===== src/rtl/layer_serializer_pkg.sv =====
// rtl/layer_serializer_pkg.sv - layer-level constants and FSM encoding shared by the NN layer blocks
package layer_serializer_pkg;

  typedef enum logic {
    IDLE  = 1'b0,
    SHIFT = 1'b1
  } state_e;

  // Counter width for an n-entry index; a one-word layer still needs a 1-bit counter.
  function automatic int idx_width(input int n);
    return (n > 1) ? $clog2(n) : 1;
  endfunction

endpackage


===== src/rtl/layer_serializer.sv =====
// rtl/layer_serializer.sv - captures a parallel layer output frame and emits it one word per cycle
module layer_serializer
  import layer_serializer_pkg::*;
#(
  parameter int NN        = 30,
  parameter int dataWidth = 16
) (
  input  logic                    clk,
  input  logic                    rst,
  input  logic [NN-1:0]           i_valid,
  input  logic [NN*dataWidth-1:0] i_data,
  input  logic                    err_clr,
  output logic [dataWidth-1:0]    x_out,
  output logic                    x_valid,
  output logic                    busy,
  output logic                    err_overrun,
  output logic                    err_mismatch
);

  localparam int             IW   = idx_width(NN);
  localparam logic [IW-1:0]  LAST = IW'(NN - 1);

  state_e                state_q, state_d;
  logic [IW-1:0]         idx_q, idx_d;
  logic                  ovr_q, ovr_d;
  logic                  mis_q, mis_d;
  logic                  capture;
  logic                  ovr_set;
  logic                  mis_set;
  logic [dataWidth-1:0]  buf_q [NN];

  always_comb begin
    state_d = state_q;
    idx_d   = idx_q;
    capture = 1'b0;
    ovr_set = 1'b0;
    case (state_q)
      IDLE: begin
        if (i_valid[0]) begin
          capture = 1'b1;
          idx_d   = '0;
          state_d = SHIFT;
        end
      end
      SHIFT: begin
        if (idx_q == LAST) begin
          // A strobe on the last word chains the next frame with no bubble.
          idx_d = '0;
          if (i_valid[0]) begin
            capture = 1'b1;
          end else begin
            state_d = IDLE;
          end
        end else begin
          idx_d   = idx_q + 1'b1;
          ovr_set = i_valid[0];
        end
      end
      default: begin
        state_d = IDLE;
        idx_d   = '0;
      end
    endcase
    mis_set = capture && (i_valid != '1);
    // A new error wins over a simultaneous clear.
    ovr_d   = (ovr_q & ~err_clr) | ovr_set;
    mis_d   = (mis_q & ~err_clr) | mis_set;
  end

  always_ff @(posedge clk or negedge rst) begin
    if (!rst) begin
      state_q <= IDLE;
      idx_q   <= '0;
      ovr_q   <= 1'b0;
      mis_q   <= 1'b0;
    end else begin
      state_q <= state_d;
      idx_q   <= idx_d;
      ovr_q   <= ovr_d;
      mis_q   <= mis_d;
    end
  end

  always_ff @(posedge clk) begin
    if (capture) begin
      for (int k = 0; k < NN; k++) begin
        buf_q[k] <= i_data[k*dataWidth +: dataWidth];
      end
    end
  end

  assign busy         = (state_q == SHIFT);
  assign x_valid      = busy;
  assign x_out        = busy ? buf_q[idx_q] : '0;
  assign err_overrun  = ovr_q;
  assign err_mismatch = mis_q;

endmodule


===== config.mk =====
export PLATFORM = sky130hd
export DESIGN_NAME = layer_serializer
export DESIGN_NICKNAME = d
export VERILOG_FILES = /design/src/rtl/layer_serializer_pkg.sv /design/src/rtl/layer_serializer.sv
export SDC_FILE = /design/constraint.sdc
export NUM_CORES = 1
export LEC_CHECK = 0
export ABC_CLOCK_PERIOD_IN_PS = 64200
export CAP_MARGIN = 20
export CORE_AREA = 2 2 206 208
export DETAILED_ROUTE_END_ITERATION = 16
export DIE_AREA = 0 0 208 210
export GPL_TIMING_DRIVEN = 0
export PLACE_DENSITY = 0.81
export REMOVE_ABC_BUFFERS = 1
export SLEW_MARGIN = 20
export SYNTH_ARGS = -nofsm -noshare
export SYNTH_HDL_FRONTEND = slang
export SYNTH_SLANG_ARGS = --single-unit

===== constraint.sdc =====
create_clock -name clk -period 64.2 [get_ports clk]
set_clock_uncertainty 0.15 [all_clocks]
set_input_delay 16.05 -clock clk [delete_from_list [all_inputs] [get_ports clk]]
set_output_delay 16.05 -clock clk [all_outputs]
set_load 0.02 [all_outputs]

==> results.cfg, run 1 <==
[cts]
clock_sinks = 488
clock_path_buffers = 3
post_cts_resized = 0
cts_max_level = 2
tritoncts = yes
cts_root_buf = clkbuf_16
hold_buffers = 0
post_cts_buffers = 0
clk_pin_slew_ns = 0.06
clkLatencyLatePin_ns = 0.56
cts_buffers = 50

[cells_and_area]
layout.nets = 1986
syn2layout_area_growth_pct = 42.96
n_fill_cell = 2703
final_layout_size_suffix_gt1_share_pct = 14.42

[timing]
finalSetupViolations = 0
max_freq_mhz = 50.09
finalHoldViolCount = 0
fin_crit_ns = 19.96
period_share_pct = 31.09
grt_setup_unrepaired = no
tns_ns = 0
slew_headroom_pct = 32.57
tightestPinTransition_ns = 1.010
postLayoutSetupSlackWorst_ns = 44.24
drv_slew = 0

[worst_setup_path]
worstSetupStartpointType = flip-flop
arrival_ns = 3.76
critical_path_class = reg2out
endpoint_kind = output pin
worstPathMaxFanout = 43
worstPathRequired_ns = 48.00

[detailed_routing]
first_pass_iters = 5
drt_iter0_drc = 880
vias_per_cell = 5.470
route.detailed.drc = 0
wl_mm = 52.12
wl_per_cell_um = 25.35
vias = 11250
postRouteAntennaNets = 0

[synthesis]
ys_warn_count = 0
synthMuxAreaShare_pct = 15.83
syn_inst = 904
yosysUniqueCellTypes = 40
yosys.area.top_type = edfxtp_1
ys_ff_latch = 488
netlist_area_mm2 = 0.01899
synth_xor_area_share_pct = 0
synth_compound_area_share_pct = 3.386
postSynthAreaPerCell_um2 = 21.01
synth_area_leaders = edfxtp_1, mux4_2, mux2i_1, dfrtp_1, mux2_2
yosys.area_share.simple_pct = 1.733
seq_area_frac_synth_pct = 76.95
netlist.area_leader.share_pct = 75.90
synth_top_family_by_area = multiplexers
synthAdderAreaFrac_pct = 0.1318

[floorplanning]
initial_core_util_pct = 45.79
dieArea_mm2 = 0.04368
dieWidth_um = 208
core_area_mm2 = 0.04148
die_h_um = 210
io_pins = 533
rows = 75

[placed_design]
gp_congestion = 0.8288
io_buffers = 532
hpwl_mm = 37.70
pre_cts_slack_ns = 44.82

[global_routing]
grt_start_max_net_pins = 53
antenna_found_initial = 4
grt_pass1_wl_mm = 75.03
grt_use_total_pct = 23.56
globalRouteOverflowTotal = 0
grt_pass1_vias = 12060

[pwr]
power_leakage_nw = 9.064
power_density_mw_per_mm2 = 34.96
ir_drop_mv = 0.02515

[worst_hold_path]
hp-class = reg2reg

[run_status]
status = finished clean

[run]
drv_cap = 0
-- cells in the final DEF (no fill, tap or decap), types with 8 or more instances in the layout --
master,synthesis,routed
nand4_1,8,8
mux4_2,88,88
o21ai_1,11,11
a21oi_1,13,12
a221oi_1,8,8
clkbuf_16,0,51
edfxtp_1,480,480
a22oi_1,10,10
clkbuf_1,13,8
mux2i_1,72,72
o211ai_1,10,10
clkinv_2,0,10
o21ai_0,27,27
clkdlybuf4s50_1,0,532
clkinv_1,1,12
nor2_1,22,21
nand2_1,37,37
mux2_2,14,14
buf_16,0,28
-- synth_stat cells --
cell type and number:
ha_1 2, nand4_1 8, clkinv_1 1, mux2_1 6, nor3_1 2, mux2_2 14, o211ai_1 10, nand3_1 2
buf_4 8, o22ai_1 1, a311oi_1 7, o2bb2ai_1 1, a31o_2 2, a22oi_1 10, o21ai_0 27, nor2_1 22
o221ai_1 4, a221o_1 2, a22o_1 1, clkbuf_1 13, and2_1 1, buf_12 1, inv_1 5, nand2_1 37
a21oi_1 13, edfxtp_1 480, nand2b_1 1, a221oi_1 8, buf_8 3, o211a_1 1, buf_2 12, buf_1 4
mux2i_1 72, mux4_2 88, buf_6 9, nor4_1 2, o21ai_1 11, dfrtp_1 8, nor2b_1 2, mux4_1 3
-- metal layers --
metal  global-route usage [%]  share of wire (%)
met1                    28.02                 36
met2                    40.21                 51
met3                    6.526                8.5
met4                    10.66                4.1
met5                        0                  0
-- cell families (layout without fill, tap and decap cells) --
family | count (synthesis) | after routing
DFF | 488 | 488
muxes | 183 | 183
AOI/OAI and AO/OA | 98 | 98
and+or+nand+nor | 77 | 77
buffers and inverters | 56 | 664
adders and majority gates | 2 | 2
other | 0 | 5
-- layout make-up --
| cell class | instances | area [µm²] | area share, % |
|---|---|---|---|
| flip-flops and latches | 488 | 14630 | 53.87 |
| repair buffers | 565 | 6181 | 22.77 |
| multi-input cells | 360 | 4025 | 14.83 |
| clock buffers | 59 | 1306 | 4.811 |
| well taps | 539 | 674.4 | 2.484 |
| clock inverters | 34 | 300.3 | 1.106 |
| inverters | 6 | 23.77 | 0.08756 |
| diodes | 5 | 12.51 | 0.04609 |
-- path summary, 6_finish.rpt --
kind                                       start                endpoint  slack (ns)  depth (start not counted)
setup / recovery            idx_q[1]$_DFFE_PN0P_               x_out[13]       44.24                          7
hold / removal             err_overrun$_DFF_PN0_   err_overrun$_DFF_PN0_        0.36                          1
setup reg to reg            idx_q[3]$_DFFE_PN0P_  buf_q[9][15]$_DFFE_PP_       60.40                         10
hold reg to reg            err_overrun$_DFF_PN0_   err_overrun$_DFF_PN0_        0.36                          1
max in group asynchronous                    rst    idx_q[1]$_DFFE_PN0P_       47.98                          1
min in group asynchronous                    rst    idx_q[3]$_DFFE_PN0P_       15.62                          1
-- report_power, final --
part           leakage (nW)  switching (mW)  internal (mW)  total (mW)
clock network         0.780           0.120          0.162       0.282
registers              4.41          0.0166          0.362       0.378
logic                  3.88           0.138          0.150       0.289
total                  9.06           0.275          0.674       0.949
-- registers in the layout, summed over array words and instances (netlist names) --
register / cells
buf_q: 480
idx_q: 5
err_mismatch: 1
busy: 1
err_overrun: 1
-- critical path: stages (launching register included) --
cell and delay, ns:
dfrtp_4 0.62, buf_16 0.28, buf_12 0.26, mux4_2 0.57, mux4_2 0.53, o21ai_1 0.14, nor2_1 0.07, clkdlybuf4s50_1 0.61
-- stage by stage --
stage | hold WS (ns) | instances | power, mW | util, % | instance area [µm²]
2_1_floorplan | 0.4470 | 854 | 0.5712 | - | 18640
3_3_place_gp | 0.3278 | 1925 | 0.7005 | 59.41 | 24640
3_5_place_dp | 0.3445 | 1957 | 0.6712 | 61.52 | 25520
4_1_cts | 0.3625 | 2050 | 0.9557 | 65.39 | 27120
5_1_grt | 0.4022 | 2055 | 0.9843 | 65.45 | 27150
6_report | 0.3595 | 2056 | 0.9491 | 65.46 | 27150
No activity file was read; power rests on OpenSTA's default activity.
==> run 2, diff against run 1 <==
Settings changed: ABC_CLOCK_PERIOD_IN_PS 64200 to 18560, CORE_AREA 2 2 206 208 to 2 2 208 210, DIE_AREA 0 0 208 210 to 0 0 210 212, PLACE_DENSITY 0.81 to 0.8.
Clock period 64.2 ns to 18.56 ns, I/O delays scaled along.
==> results.cfg, run 2 (synthesized netlist as in run 1, its figures left out) <==
[floorplanning]
io_pins = 533
die_h_um = 212
initial_core_util_pct = 44.68
rows = 76
dieWidth_um = 210
core_area_mm2 = 0.04251
dieArea_mm2 = 0.04452

[global_routing]
antenna_found_initial = 6
grt_use_total_pct = 23.22
grt_pass1_vias = 11890
globalRouteOverflowTotal = 0
grt_pass1_wl_mm = 74.48
grt_start_max_net_pins = 57

[worst_hold_path]
hp-class = reg2reg

[detailed_routing]
postRouteAntennaNets = 0
vias_per_cell = 5.405
first_pass_iters = 5
top_layer = met5
wl_mm = 52.33
drt-met1-wl_mm = 19.52
route.detailed.drc = 0
drt_iter0_drc = 1112
wl_met3_mm = 3.956
wl_met2_mm = 26.76
wl_per_cell_um = 25.30
vias = 11180

[cts]
clock_path_buffers = 3
tritoncts = yes
clkLatencyLatePin_ns = 0.57
post_cts_buffers = 0
hold_buffers = 0
cts_root_buf = clkbuf_16
clock_sinks = 488
cts_max_level = 2
post_cts_resized = 0
cts_buffers = 50
clk_pin_slew_ns = 0.06

[worst_setup_path]
worstPathRequired_ns = 13.77
critical_path_class = reg2out
worstSetupStartpointType = flip-flop
endpoint_kind = output pin
worstPathMaxFanout = 41
arrival_ns = 4.08

[pwr]
ir_drop_mv = 0.08923
power_density_mw_per_mm2 = 121.5
power_leakage_nw = 9.083

[run_status]
status = finished clean

[run]
drv_cap = 0

[cells_and_area]
largestRegisters = buf_q: 480 flops, idx_q: 5 flops
largest_reg_flops = 480
mostFrequentLayoutCell = clkdlybuf4s50_1
final_layout_size_suffix_gt1_share_pct = 14.23
syn2layout_area_growth_pct = 43.17
layout_common_cells = clkdlybuf4s50_1, edfxtp_1, mux4_2
multi_input_area_mm2 = 0.004025
layout.nets = 1985
n_fill_cell = 2839
top_register = buf_q
register_area_mm2 = 0.01463

[timing]
finalHoldViolCount = 0
period_share_pct = 47.79
timing.hold.ws_ns = 0.3746
tightestPinTransition_ns = 0.9493
fin_crit_ns = 8.870
max_freq_mhz = 112.7
slew_headroom_pct = 36.71
drv_slew = 0
finalSetupViolations = 0
grt_setup_unrepaired = no
postLayoutSetupSlackWorst_ns = 9.690

[placed_design]
pre_cts_slack_ns = 10.19
gp_congestion = 0.8645
io_buffers = 532
hpwl_mm = 37.91
==> run 2: cell type report <==
| type | instances | area share [%] |
|---|---|---|
| clock inverters | 35 | 1.261 |
| clock buffers | 58 | 4.790 |
| multi-input cells | 360 | 14.80 |
| well taps | 546 | 2.513 |
| inverters | 6 | 0.08743 |
| repair buffers | 564 | 22.65 |
| flip-flops and latches | 488 | 53.79 |
| diodes | 11 | 0.1012 |
==> run 2: stage by stage <==
stage	instances	util, %	power (mW)	TNS, ns	cell area (µm²)
after floorplan	854	-	1.976	-5195.39	18640
after global placement	1932	57.99	2.429	-8832.54	24650
after global routing	2062	63.93	3.423	0	27170
final	2068	63.97	3.304	0	27190
after detailed placement	1963	60.00	2.313	0	25500
after CTS	2056	63.87	3.327	0	27150
==> run 2: where the power goes <==
part	switching, mW	internal (mW)	leakage, nW
clock	0.414	0.599	0.812
sequential	0.0662	1.25	4.41
combinational	0.461	0.513	3.86
==> run 2: worst paths after layout <==
check                                       startpoint                      to  slack, ns  cells past startpoint
min in group asynchronous                          rst    idx_q[4]$_DFFE_PN0P_       4.23                      1
worst min-delay path            err_mismatch$_DFF_PN0_  err_mismatch$_DFF_PN0_       0.37                      1
worst max-delay path              idx_q[1]$_DFFE_PN0P_                x_out[8]       9.69                      7
max in group asynchronous                          rst    idx_q[3]$_DFFE_PN0P_      13.69                      1
worst min register to register  err_mismatch$_DFF_PN0_  err_mismatch$_DFF_PN0_       0.37                      1
worst max register to register    idx_q[0]$_DFFE_PN0P_  buf_q[21][7]$_DFFE_PP_      14.42                     11
==> run 2: worst max-delay path: stages, from the launching register on <==
cell             delay [ns]
dfrtp_4                0.86
buf_16                 0.32
buf_16                 0.31
mux4_2                 0.57
mux4_2                 0.50
nor2_1                 0.13
a311oi_1               0.06
clkdlybuf4s50_1        0.65
==> run 2: metal layers <==
layer	up-vias	GRT usage, %
met3	126	5.643
li1	4918	-
met5	-	0
met2	536	38.60
met1	5596	28.81
met4	2	11.23
==> run 3, diff against run 2 <==
Settings changed: ABC_CLOCK_PERIOD_IN_PS 18560 to 9100.
Clock period 18.56 ns to 9.1 ns, I/O delays scaled along.
==> results of run 3 <==
The final DEF is identical to that of run 2. Status: finished clean.
Among the figures that moved: setup slack after placement 10.19 ns -> 3.093 ns; setup slack after layout 9.690 ns -> 2.595 ns; register-to-register setup slack 14.42 ns -> 4.96 ns; total power 3.304 mW -> 6.738 mW; worst IR drop on VDD 0.08923 mV -> 0.1820 mV
